### config.mk
export PLATFORM = sky130hd
export DESIGN_NAME = mod_op_sched
export DESIGN_NICKNAME = d
export VERILOG_FILES = /design/src/rtl/mod_op_sched.sv
export SDC_FILE = /design/constraint.sdc
export NUM_CORES = 1
export LEC_CHECK = 0
export BUFFER_PORTS_ARGS = -buffer_cell sky130_fd_sc_hd__buf_2
export CAP_MARGIN = 15
export CORE_ASPECT_RATIO = 0.6
export CORE_MARGIN = 2
export CORE_UTILIZATION = 45
export CTS_CLUSTER_DIAMETER = 100
export DETAILED_ROUTE_END_ITERATION = 8
export PLACE_DENSITY = 0.66
export SLEW_MARGIN = 20
export SYNTH_ARGS = -nofsm -noshare
export SYNTH_HDL_FRONTEND = slang
export SYNTH_SLANG_ARGS = --single-unit
### constraint.sdc
create_clock -name clk -period 7.5 [get_ports clk]
set_input_delay 0.75 -clock clk [delete_from_list [all_inputs] [get_ports clk]]
set_output_delay 0.75 -clock clk [all_outputs]
set_load 0.005 [all_outputs]
### src/rtl/mod_op_sched.sv
// mod_op_sched: round-robin scheduler sharing one add/sub/mul/div mod P datapath between two requesters; ports clk, rst_n, req{0,1}_{valid,ready,op,a,b}, rsp_{valid,ready,id,data,err}; divider built only when MOD_OP_SCHED_DIV_EN is defined (P must be prime)
module mod_op_sched #(
  parameter int DATAWIDTH = 5,
  parameter int P = 23,
  parameter int MUL_CYCLES = 4,
  parameter int DIV_CYCLES = 8
) (
  input  logic                 clk,
  input  logic                 rst_n,
  input  logic                 req0_valid,
  output logic                 req0_ready,
  input  logic [1:0]           req0_op,
  input  logic [DATAWIDTH-1:0] req0_a,
  input  logic [DATAWIDTH-1:0] req0_b,
  input  logic                 req1_valid,
  output logic                 req1_ready,
  input  logic [1:0]           req1_op,
  input  logic [DATAWIDTH-1:0] req1_a,
  input  logic [DATAWIDTH-1:0] req1_b,
  output logic                 rsp_valid,
  input  logic                 rsp_ready,
  output logic                 rsp_id,
  output logic [DATAWIDTH-1:0] rsp_data,
  output logic                 rsp_err
);
  localparam int MAXL = MUL_CYCLES > DIV_CYCLES ? MUL_CYCLES : DIV_CYCLES;
  localparam int CW = $clog2(MAXL) + 1;
  localparam logic [DATAWIDTH:0] PW = (DATAWIDTH + 1)'(P);
  localparam logic [2*DATAWIDTH-1:0] PM = (2 * DATAWIDTH)'(P);
  typedef enum logic [1:0] {IDLE, BUSY, DONE} state_t;
  state_t state;
  logic rr, id_r, err_r;
  logic [1:0] op_r;
  logic [DATAWIDTH-1:0] a_r, b_r;
  logic [CW-1:0] cnt;
  logic grant0, grant1, sel_err;
  logic [1:0] sel_op;
  logic [DATAWIDTH-1:0] sel_a, sel_b;
  logic [CW-1:0] sel_lat;
  logic [DATAWIDTH-1:0] add_res, sub_res, mul_res, div_res, res;
  function automatic logic [DATAWIDTH-1:0] mulmod(input logic [DATAWIDTH-1:0] x, input logic [DATAWIDTH-1:0] y);
    logic [2*DATAWIDTH-1:0] t;
    t = ({{DATAWIDTH{1'b0}}, x} * {{DATAWIDTH{1'b0}}, y}) % PM;
    return t[DATAWIDTH-1:0];
  endfunction
  function automatic logic [DATAWIDTH-1:0] reduce(input logic [DATAWIDTH:0] s);
    logic [DATAWIDTH:0] t;
    t = s >= PW ? s - PW : s;
    return t[DATAWIDTH-1:0];
  endfunction
  assign grant0 = req0_valid & (~req1_valid | ~rr);
  assign grant1 = req1_valid & (~req0_valid | rr);
  assign req0_ready = (state == IDLE) & grant0;
  assign req1_ready = (state == IDLE) & grant1;
  assign sel_op = grant1 ? req1_op : req0_op;
  assign sel_a = grant1 ? req1_a : req0_a;
  assign sel_b = grant1 ? req1_b : req0_b;
`ifdef MOD_OP_SCHED_DIV_EN
  localparam logic [DATAWIDTH-1:0] E = DATAWIDTH'(P - 2);
  logic [DATAWIDTH-1:0] inv, base;
  assign sel_err = ({1'b0, sel_a} >= PW) | ({1'b0, sel_b} >= PW) | ((sel_op == 2'b11) & (sel_b == '0));
  always_comb begin
    inv = DATAWIDTH'(1);
    base = b_r;
    for (int i = 0; i < DATAWIDTH; i++) begin
      inv = E[i] ? mulmod(inv, base) : inv;
      base = mulmod(base, base);
    end
  end
  assign div_res = mulmod(a_r, inv);
`else
  assign sel_err = ({1'b0, sel_a} >= PW) | ({1'b0, sel_b} >= PW) | (sel_op == 2'b11);
  assign div_res = '0;
`endif
  assign sel_lat = (sel_err | ~sel_op[1]) ? '0 : sel_op[0] ? CW'(DIV_CYCLES - 1) : CW'(MUL_CYCLES - 1);
  assign add_res = reduce({1'b0, a_r} + {1'b0, b_r});
  assign sub_res = reduce({1'b0, a_r} + PW - {1'b0, b_r});
  assign mul_res = mulmod(a_r, b_r);
  assign res = err_r ? '0 : op_r[1] ? (op_r[0] ? div_res : mul_res) : (op_r[0] ? sub_res : add_res);
  always_ff @(posedge clk or negedge rst_n) begin
    if (!rst_n) begin
      state <= IDLE;
      rr <= 1'b0;
      cnt <= '0;
      op_r <= '0;
      a_r <= '0;
      b_r <= '0;
      id_r <= 1'b0;
      err_r <= 1'b0;
      rsp_valid <= 1'b0;
      rsp_id <= 1'b0;
      rsp_data <= '0;
      rsp_err <= 1'b0;
    end else begin
      case (state)
        IDLE: if (grant0 | grant1) begin
          op_r <= sel_op;
          a_r <= sel_a;
          b_r <= sel_b;
          id_r <= grant1;
          err_r <= sel_err;
          rr <= grant0;
          cnt <= sel_lat;
          state <= BUSY;
        end
        BUSY: if (cnt == '0) begin
          rsp_data <= res;
          rsp_err <= err_r;
          rsp_id <= id_r;
          rsp_valid <= 1'b1;
          state <= DONE;
        end else cnt <= cnt - CW'(1);
        DONE: if (rsp_ready) begin
          rsp_valid <= 1'b0;
          state <= IDLE;
        end
        default: state <= IDLE;
      endcase
    end
  end
endmodule

Word level (Yosys, flattened, before mapping)
Index checks and enable logic that the tools add are counted.
- register bits: 29
- output and inout port bits: 10
- memories: 0
- bits of input ports: 29
- bits in latches: 0
- RAM bits: 0
- memory bits (read-only): 0
- magnitude comparators: 4
- bitwise gates (word level): 14
- shifts and indexed selects: 0
- divide/modulo/power cells: 1
- reduce and logical (&&, ||, !) cells: 9
- eq/ne operators: 7
- multiply operators: 1
- muxes and demuxes: 21
- add/sub/neg operators: 6
- operator list (kind ; number):
    $mux W5 ; 8
    $ge A6 B5 Y1 const B ; 2
    $ge A5 B5 Y1 const B ; 2
    $mod A10 B5 Y10 const B ; 1
    $mul A5 B5 Y10 ; 1
    $sub A5 B5 Y5 const B ; 2
    $reduce_and A3 Y1 ; 3
    $mux W2 ; 4
    $mux W4 ; 2
    $pmux W4 S2 ; 1
    $add A5 B5 Y6 ; 1
    $add A5 B5 Y6 const B ; 1
    $mux W3 ; 2
    $ne A2 B2 Y1 const B ; 3
    $or A1 B1 Y1 ; 6
    $pmux W2 S3 ; 1
    $sub A6 B5 Y6 ; 1
    $and A1 B1 Y1 ; 4
    $eq A2 B2 Y1 const B ; 2
    $logic_not A4 Y1 ; 1
    $not A1 Y1 ; 4
    $reduce_and A2 Y1 ; 2
    $reduce_bool A2 Y1 ; 2
    $sub A4 B1 Y4 const B ; 1
    5 further kinds ; 6

Depth between registers and ports, before layout
Gate-level depths: netlist of the first run.
- word-level depth: 11
- gate-level depth with buffers: 31
- mapped depth without buffers: 30

Worst setup path before layout of the first run
No wires, ideal clock.
- path type: register -> register
- start point: register a_r[2]
- end point: register rsp_data[1]
- period minus slack after synthesis: 6956 ps
- setup time: 129 ps
- arrival time: 6827 ps
- stages on the path, launching flop included: 30
- data required time: 7371 ps
- path slack: 544 ps
- path through: dfrtp_1 -> ha_1 -> inv_1 -> fa_1 -> fa_1 -> fa_1 -> inv_1 -> ha_1 -> and2b_1 -> o2111a_1 -> a211oi_4 -> o31ai_2 -> o211ai_2 -> o31ai_4 -> o21a_1 -> o311ai_4 -> o21ai_1 -> o2bb2ai_2 -> ha_1 -> o21ai_0 -> o32ai_2 -> a31o_2 -> a21oi_4 -> inv_1 -> a21oi_1 -> ha_1 -> o221ai_2 -> a21oi_2 -> mux2i_1 -> nand3_1
- word-level cells in the longest chain between the ends: 7
- elaborated cells between the ends (all ways): 13
- those cells by class: 3 x add/sub; 1 x mul; 1 x div; 2 x order compare; 6 x mux
- ends and longest elaborated chain (item ; line ; RTL):
    start: declaration ; 34 ; logic [DATAWIDTH-1:0] a_r, b_r;
    start signal: assignment ; 98 ; a_r <= sel_a;
    branches (longest 5 deep; another with $mul A5 B5 Y10) ; n/a ;
    $mux W5 * (2 in a row) ; 79 ; assign res = err_r ? '0 : op_r[1] ? (op_r[0] ? div_res : mul_res) : (op_r[0] ? sub_res : add_res);
    end signal: assignment ; 107 ; rsp_data <= res;
    end: declaration ; 23 ; output logic [DATAWIDTH-1:0] rsp_data,
Mark *: on every way between the ends.
A chain may end at the register's enable or synchronous reset.

Worst setup path after layout of the first run
- start point: register b_r[2]
- end point: register rsp_data[1]
- word-level cells in the longest chain between the ends: 6
- elaborated cells between the ends (all ways): 12
- those cells by class: 2 x add/sub; 1 x mul; 1 x div; 2 x order compare; 6 x mux
- ends and longest elaborated chain (item ; line ; RTL):
    start: declaration ; 34 ;
    start signal: assignment ; 99 ; b_r <= sel_b;
    branches (longest 4 deep; another with $mul A5 B5 Y10) ; n/a ;
    $mux W5 * (2 in a row) ; 79 ;
Marked as above.

==> impl_metrics.ini, run 1 <==
[setup_path]
r2r_cells = 30
regToRegSetupSlack_ns = 0.32
crit_path_start_kind = flop
crit_path_end_kind = flop
r2r_start = b_r[2]
critPathRequiredTime_ns = 7.65
crit_type = reg2reg
cp_num_buf_inv = 4
r2r_end = rsp_data[1]
path_delay_family = compound AO/OA/AOI/OAI gates
cp_slowest_cell = fa_1
max_stage_delay_ns = 0.54
crit_fanout = 6
arrival_ns = 7.33

[cells_and_area]
nets = 630
stdcell_count = 665
seqCellArea_um2 = 726
drive_above_1_share_pct = 22.4
fin_util_pct = 56.3
fillers = 774
multi_input_area_um2 = 3280
area_growth_pct = 19.7
diodes = 0

[drt]
drt-pass1-iter-count = 5
ant_nets = 0
drtIter0Drc = 375
vias = 3957
routed_wl_um = 10700
route.detailed.drc = 0
via_per_inst = 5.95
wl_per_cell_um = 16.1

[clock_network]
cts_max_level = 2
insertion_delay_ns = 0.27
clk_pin_slew_worst_paths_ns = 0.05
cts_tree = done
clockRootBuffer = clkbuf_16
cts_inserted_buffers = 5
cts_hold_buf = 0
clock_path_buffers = 2
cts.sinks = 29

[yosys]
synth_edf_count = 0
ys_warn_count = 0
synth.most_common_cell = nand2_1
yosys-top-cells-area = dfrtp_1 (18%), ha_1 (11%), fa_1 (5.4%), nand2_1 (5.2%), mux2i_1 (4.4%)
netlist.top_cell.by_area = dfrtp_1
synth_nets = 573
yosys.area.top_type_share_pct = 17.8
yosysSeqAreaShare_pct = 17.8
synth_ff_type = dfrtp_1
synth_area_um2 = 4070
ys_types = 84
ys_ff_latch = 29
yosys-top-cells-count = nand2_1 (56), inv_1 (44), ha_1 (37)
syn_avg_cell_area_um2 = 8.21
syn_inst = 496
synthArstFlopShare_pct = 100

[hold_path]
hold_end = rsp_id
hold_depth = 2
worstHoldStart = rsp_id
timing.hold.worst.class = reg2reg

[sta]
hold_viol_final = 0
holdWs_ns = 0.467
layout_setup_ws_ns = 0.318
slew_violations = 0
rsz0062_at_grt = no
period_needed_ns = 7.18
slew_headroom_pct = 34.4
clock.fmax_mhz = 139
finClkSkew_ns = 0.00223
timing.final.crit_share_pct = 95.8
setup_viol = 0
tightest_slew_ns = 0.984

[floorplanning]
die_w_um = 127
fp-row-count = 26
initial_utilization_pct = 47.1
die_y_um = 77.7
ios = 39
core-area_um2 = 8650
die_area_um2 = 9850

[place]
place_congestion = 0.958
pre_cts_slack_ns = -0.0160
dp_hpwl_um = 8260
io_buffers = 38
dp.cells = 641

[global_route]
antenna_found_initial = 0
grt_pass1_wl_um = 17600
grt_pass1_vias = 3627
grt.total_usage_pct = 21.6
overflow = 0
grt_max_degree = 30

[run_status]
status = completed

[run]
max_cap_violations = 0
worst max path at each step:
stage               startpoint     endpoint  slack, ns  cells after the start
floorplan               a_r[2]  rsp_data[1]       0.54                     29
global placement        b_r[2]  rsp_data[1]       0.24                     29
detailed placement      b_r[2]  rsp_data[1]      -0.02                     29
CTS                     b_r[2]  rsp_data[1]       0.03                     29
global route            b_r[2]  rsp_data[1]     0.0002                     30
finish                  b_r[2]  rsp_data[1]       0.32                     30
metal layers:
metal,track usage [%],part of all wire (%),vias to the layer above
li1,-,-,1926
met4,2.97,0.57,0
met1,33.8,53,1895
met5,0,0,-
met2,30.8,42,126
met3,4.62,5.1,10
stage by stage:
step           TNS [ns]  area (um2)
2_1_floorplan         0        4070
3_5_place_dp    -0.0160        4420
4_1_cts               0        4580
5_1_grt               0        4880
6_report              0        4880
3_3_place_gp          0        4420
repair_timing:
action | CTS | global route
endpoints found under the hold margin | 0 | 0
setup endpoints to repair | 2 | 5
setup buffers | 0 | 17
pin swaps | 1 | 5
gates resized for setup | 0 | 29
final cells by class:
cell class	count	share of cell area, %
well taps	112	2.87
inverters	44	3.39
flip-flops and latches	29	14.9
repair buffers	65	8.26
clock buffers	5	2.57
clock inverters	2	0.719
multi-input cells	408	67.3
worst min-delay path, stage by stage, from the launching register on:
cell and delay, ns:
dfrtp_1 0.33, nand2_1 0.05, nand2_1 0.05
state kept, by name (all words and copies together), names as in the netlist:
register   cells
cnt            4
op_r           2
rsp_err        1
rsp_id         1
rr             1
err_r          1
rsp_valid      1
a_r            5
rsp_data       5
b_r            5
id_r           1
state          2
layout by cell type, fill, tap and decap left out, drive strengths merged, types with 9 or more instances in the layout:
| cell type | instances |
|---|---|
| a211oi | 9 |
| a21oi | 26 |
| a31oi | 9 |
| and2 | 15 |
| buf | 64 |
| dfrtp | 29 |
| fa | 11 |
| ha | 37 |
| inv | 44 |
| mux2i | 18 |
| nand2 | 56 |
| nand3 | 12 |
| nor2 | 35 |
| nor3 | 14 |
| o21ai | 37 |
| xnor2 | 13 |
| xor2 | 9 |
cells by family after synthesis:
kind of cell / share of synthesized area, %
buf+inv: 5.62
mux: 4.98
simple gates: 19.6
flops: 17.8
fa+ha+maj: 16.8
compound gates: 30.1
xor+xnor: 5.10
Power of run 1 is left out: the tool's default activity adds up to more than one toggle a clock period on the data nets, which glitch-free logic cannot reach.
==> run 2: changes to the inputs <==
Settings changed: BUFFER_PORTS_ARGS -buffer_cell sky130_fd_sc_hd__buf_2 to unset, DONT_BUFFER_PORTS set to 1, PLACE_DENSITY 0.66 to unset, PLACE_DENSITY_LB_ADDON set to 0.15.
==> run 2 against run 1 <==
Against the previous run: worst setup slack got worse by 0.0091 ns; die area is the same; design area is 3.7% lower; core utilization decreased by 2.1 points; via count decreased by 6.4%.
==> impl_metrics.ini, run 2 (synthesis gave the netlist of run 1 again) <==
[run_status]
status = completed

[global_route]
grt_max_degree = 30
grt_pass1_wl_um = 17000
globalRouteMet2Util_pct = 29.0
antenna_found_initial = 0
grt_pass1_vias = 3417
grtUsageMet3_pct = 5.52
grt-busiest-layer = met1
grt.total_usage_pct = 21.1
overflow = 0
grt_use_met1_pct = 33.6

[drt]
vias = 3705
ant_nets = 0
drt-pass1-iter-count = 5
via_per_inst = 5.96
drtIter0Drc = 357
route.detailed.drc = 0
routed_wl_um = 10300
wl_per_cell_um = 16.6

[sta]
clock.fmax_mhz = 139
setup_tns_ns = 0
setup_viol = 0
period_needed_ns = 7.19
slew_headroom_pct = 32.4
hold_viol_final = 0
timing.final.crit_share_pct = 95.9
tightest_slew_ns = 1.01
finClkSkew_ns = 0.00552
slew_violations = 0

[place]
dp.cells = 605
place_congestion = 0.959
dp_hpwl_um = 8100
io_buffers = 0

[clock_network]
cts_inserted_buffers = 5
clk_pin_slew_worst_paths_ns = 0.05
cts.sinks = 29
insertion_delay_ns = 0.28
cts_max_level = 2
clockRootBuffer = clkbuf_16
clock_path_buffers = 2
cts_tree = done

[setup_path]
r2r_cells = 30
crit_path_start_kind = flop
crit_fanout = 8
arrival_ns = 7.35
cp_num_buf_inv = 4
crit_type = reg2reg
regToRegSetupSlack_ns = 0.31
r2r_end = rsp_data[1]
crit_path_end_kind = flop
cp_slowest_cell = fa_1
r2r_start = b_r[2]
critPathRequiredTime_ns = 7.66
path_delay_family = compound AO/OA/AOI/OAI gates
cp.depth = 30
max_stage_delay_ns = 0.54
crit_start = b_r[2]

[floorplanning]
initial_utilization_pct = 47.1
die_w_um = 127
core-area_um2 = 8650
fp-row-count = 26
ios = 39
die_y_um = 77.7
die_area_um2 = 9850

[hold_path]
timing.hold.worst.class = in2async

[cells_and_area]
stdcell_count = 622
layout_commonest_cell = nand2_1
drive_above_1_share_pct = 16.9
diodes = 0
reg_top3 = a_r (5), b_r (5), rsp_data (5)
most-common-layout-cells = nand2_1 (54), inv_1 (44), nor2_1 (34)
fillers = 840
fin_util_pct = 54.3
area_growth_pct = 15.3
nets = 586

[run]
max_cap_violations = 0
-- run 2: worst max-delay path by stage --
stage                             end  slack, ns
after detailed placement  rsp_data[1]      -0.04
after global routing      rsp_data[1]      -0.07
after CTS                 rsp_data[1]       0.03
after floorplan           rsp_data[1]       0.54
final                     rsp_data[1]       0.31
after global placement    rsp_data[1]       0.29
-- run 2: stage by stage --
stage	cell area (um2)	setup WS (ns)	hold slack, ns
after floorplan	4070	0.544	0.439
after global placement	4240	0.287	0.455
after detailed placement	4240	-0.0397	0.455
after CTS	4420	0.0290	0.153
after global routing	4700	-0.0703	0.148
final	4700	0.309	0.162
-- run 2: final cells by class --
type	instances	area, um2	share of cell area (%)
well taps	112	140	2.98
clock buffers	5	125	2.66
repair buffers	21	165	3.52
multi-input cells	408	3330	70.9
clock inverters	3	46.3	0.986
flip-flops and latches	29	727	15.5
inverters	44	165	3.52
-- run 2: per-layer routing --
layer	wire length, um	vias to the layer above	share of wire (%)
li1	-	1836	-
met1	5590	1743	54
met2	4120	119	40
met3	605	7	5.8
met4	27	0	0.26
met5	0	-	0
-- run 2: repair_timing --
item / 4_1_cts / 5_1_grt
pin swaps: 0 / 15
setup endpoints to repair: 1 / 5
cloned: 0 / 0
buffers inserted: 0 / 9
resized for setup: 1 / 41
hold buffers: 0 / 0
hold endpoints to repair: 0 / 0
Power of run 2 is left out for the same reason.
==> run 3: changes to the inputs <==
Settings changed: CORE_UTILIZATION 45 to 60.
==> run 3 against run 2 <==
Against the previous run: design area decreased by 3.2%; critical path depth decreased by 1; sequential cell count unchanged; die area decreased by 24%.
==> impl_metrics.ini, run 3 (synthesis gave the netlist of run 1 again) <==
[setup_path]
regToRegSetupSlack_ns = 0.34
arrival_ns = 7.31
cp_slowest_cell = dfrtp_1
crit_path_end_kind = flop
crit_fanout = 8
r2r_end = rsp_data[1]
cp_num_buf_inv = 3
r2r_start = a_r[1]
crit_type = reg2reg
cp-endpoint = rsp_data[1]
path_delay_family = compound AO/OA/AOI/OAI gates
max_stage_delay_ns = 0.54
critPathRequiredTime_ns = 7.65
cp.depth = 29
r2r_cells = 29
crit_start = a_r[1]
crit_path_start_kind = flop

[clock_network]
cts.sinks = 29
cts_tree = done
clock_path_buffers = 2
clockRootBuffer = clkbuf_16
cts_max_level = 2
clk_pin_slew_worst_paths_ns = 0.05
insertion_delay_ns = 0.28
cts_inserted_buffers = 5
cts_hold_buf = 0

[run]
max_cap_violations = 0

[floorplanning]
die_area_um2 = 7480
fp-row-count = 23
core-area_um2 = 6620
die_y_um = 67.8
die_w_um = 110
initial_utilization_pct = 61.5
ios = 39

[cells_and_area]
diodes = 0
multi_input_area_um2 = 3280
fin_area_um2 = 4550
fillers = 532
nets = 581
area_growth_pct = 11.6
drive_above_1_share_pct = 16.0
reg_top3 = a_r (5), b_r (5), rsp_data (5)
layout_commonest_cell = nand2_1
seqCellArea_um2 = 726
most-common-layout-cells = nand2_1 (54), inv_1 (44), nor2_1 (35)

[place]
dp_hpwl_um = 7630
place_congestion = 1.01
pre_cts_slack_ns = 0.0961
io_buffers = 0
place_area_um2 = 4190

[sta]
slew_headroom_pct = 32.3
hold_viol_final = 0
slew_violations = 0
finClkSkew_ns = 0.00418
layout_setup_ws_ns = 0.343
tightest_slew_ns = 1.01
period_needed_ns = 7.16
setup_viol = 0
timing.final.crit_share_pct = 95.4
clock.fmax_mhz = 140

[global_route]
grt.total_usage_pct = 26.8
grt_pass1_vias = 3228
grt_pass1_wl_um = 15800
grt_max_degree = 30
overflow = 0
antenna_found_initial = 0

[drt]
ant_nets = 0
drtIter0Drc = 291
wl_per_cell_um = 16.8
route.detailed.drc = 0
vias = 3692
drt-pass1-iter-count = 5
routed_wl_um = 9960
via_per_inst = 6.24

[hold_path]
timing.hold.worst.class = in2async

[run_status]
status = completed
==> run 3: changes by cell type in the layout (fill, tap and decap cells not counted), moves of 2 or more <==
cell	previous run	this run
a21oi_2	3	5
a21oi_4	3	1
a211oi_1	3	5
ha_1	33	31
clkinv_2	0	2
a211oi_2	4	2
buf_4	19	15
o21ai_0	28	31
ha_2	3	6
o21ai_1	6	4
==> run 3: cell type report <==
type / count / share of cell area [%]
multi-input combinational: 408 / 72.2
sequential: 29 / 16.0
inverter: 44 / 3.63
clock buffer: 5 / 2.75
timing repair buffer: 16 / 2.72
tap: 87 / 2.39
clock inverter: 3 / 0.385
==> run 3: what timing repair did <==
| item | CTS | global route |
|---|---|---|
| endpoints found under the setup margin | 1 | 5 |
| pin swaps | 1 | 5 |
| endpoints found under the hold margin | 0 | 0 |
| setup buffers | 0 | 7 |
| gates resized for setup | 0 | 32 |
| cloned | 0 | 0 |
==> run 3: how the worst min path moves through the flow <==
| stage | depth (start not counted) | endpoint |
|---|---|---|
| 6_report | 0 | cnt[3] |
| 4_1_cts | 0 | cnt[3] |
| 2_1_floorplan | 2 | rsp_id |
| 5_1_grt | 0 | state[0] |
| 3_3_place_gp | 0 | rsp_id |
| 3_5_place_dp | 0 | rsp_id |
==> run 3: routing by layer <==
layer  wire [um]  vias up  share of wire [%]  GRT usage, %
met4         116        0                1.2          4.69
met2        3910      161                 39          35.4
li1            -     1822                  -             -
met5           0        -                  0             0
met1        5280     1695                 53          44.5
met3         656       14                6.6          4.76
==> run 3: metrics by stage <==
step / hold WS, ns / util, % / setup TNS [ns] / instances
CTS: 0.164 / 65.4 / 0 / 585
detailed placement: 0.455 / 63.3 / 0 / 577
floorplan: 0.439 / - / 0 / 496
global route: 0.155 / 68.7 / -0.0154 / 592
global placement: 0.455 / 63.3 / 0 / 577
finish: 0.167 / 68.7 / 0 / 592
Power of run 3 is left out for the same reason.
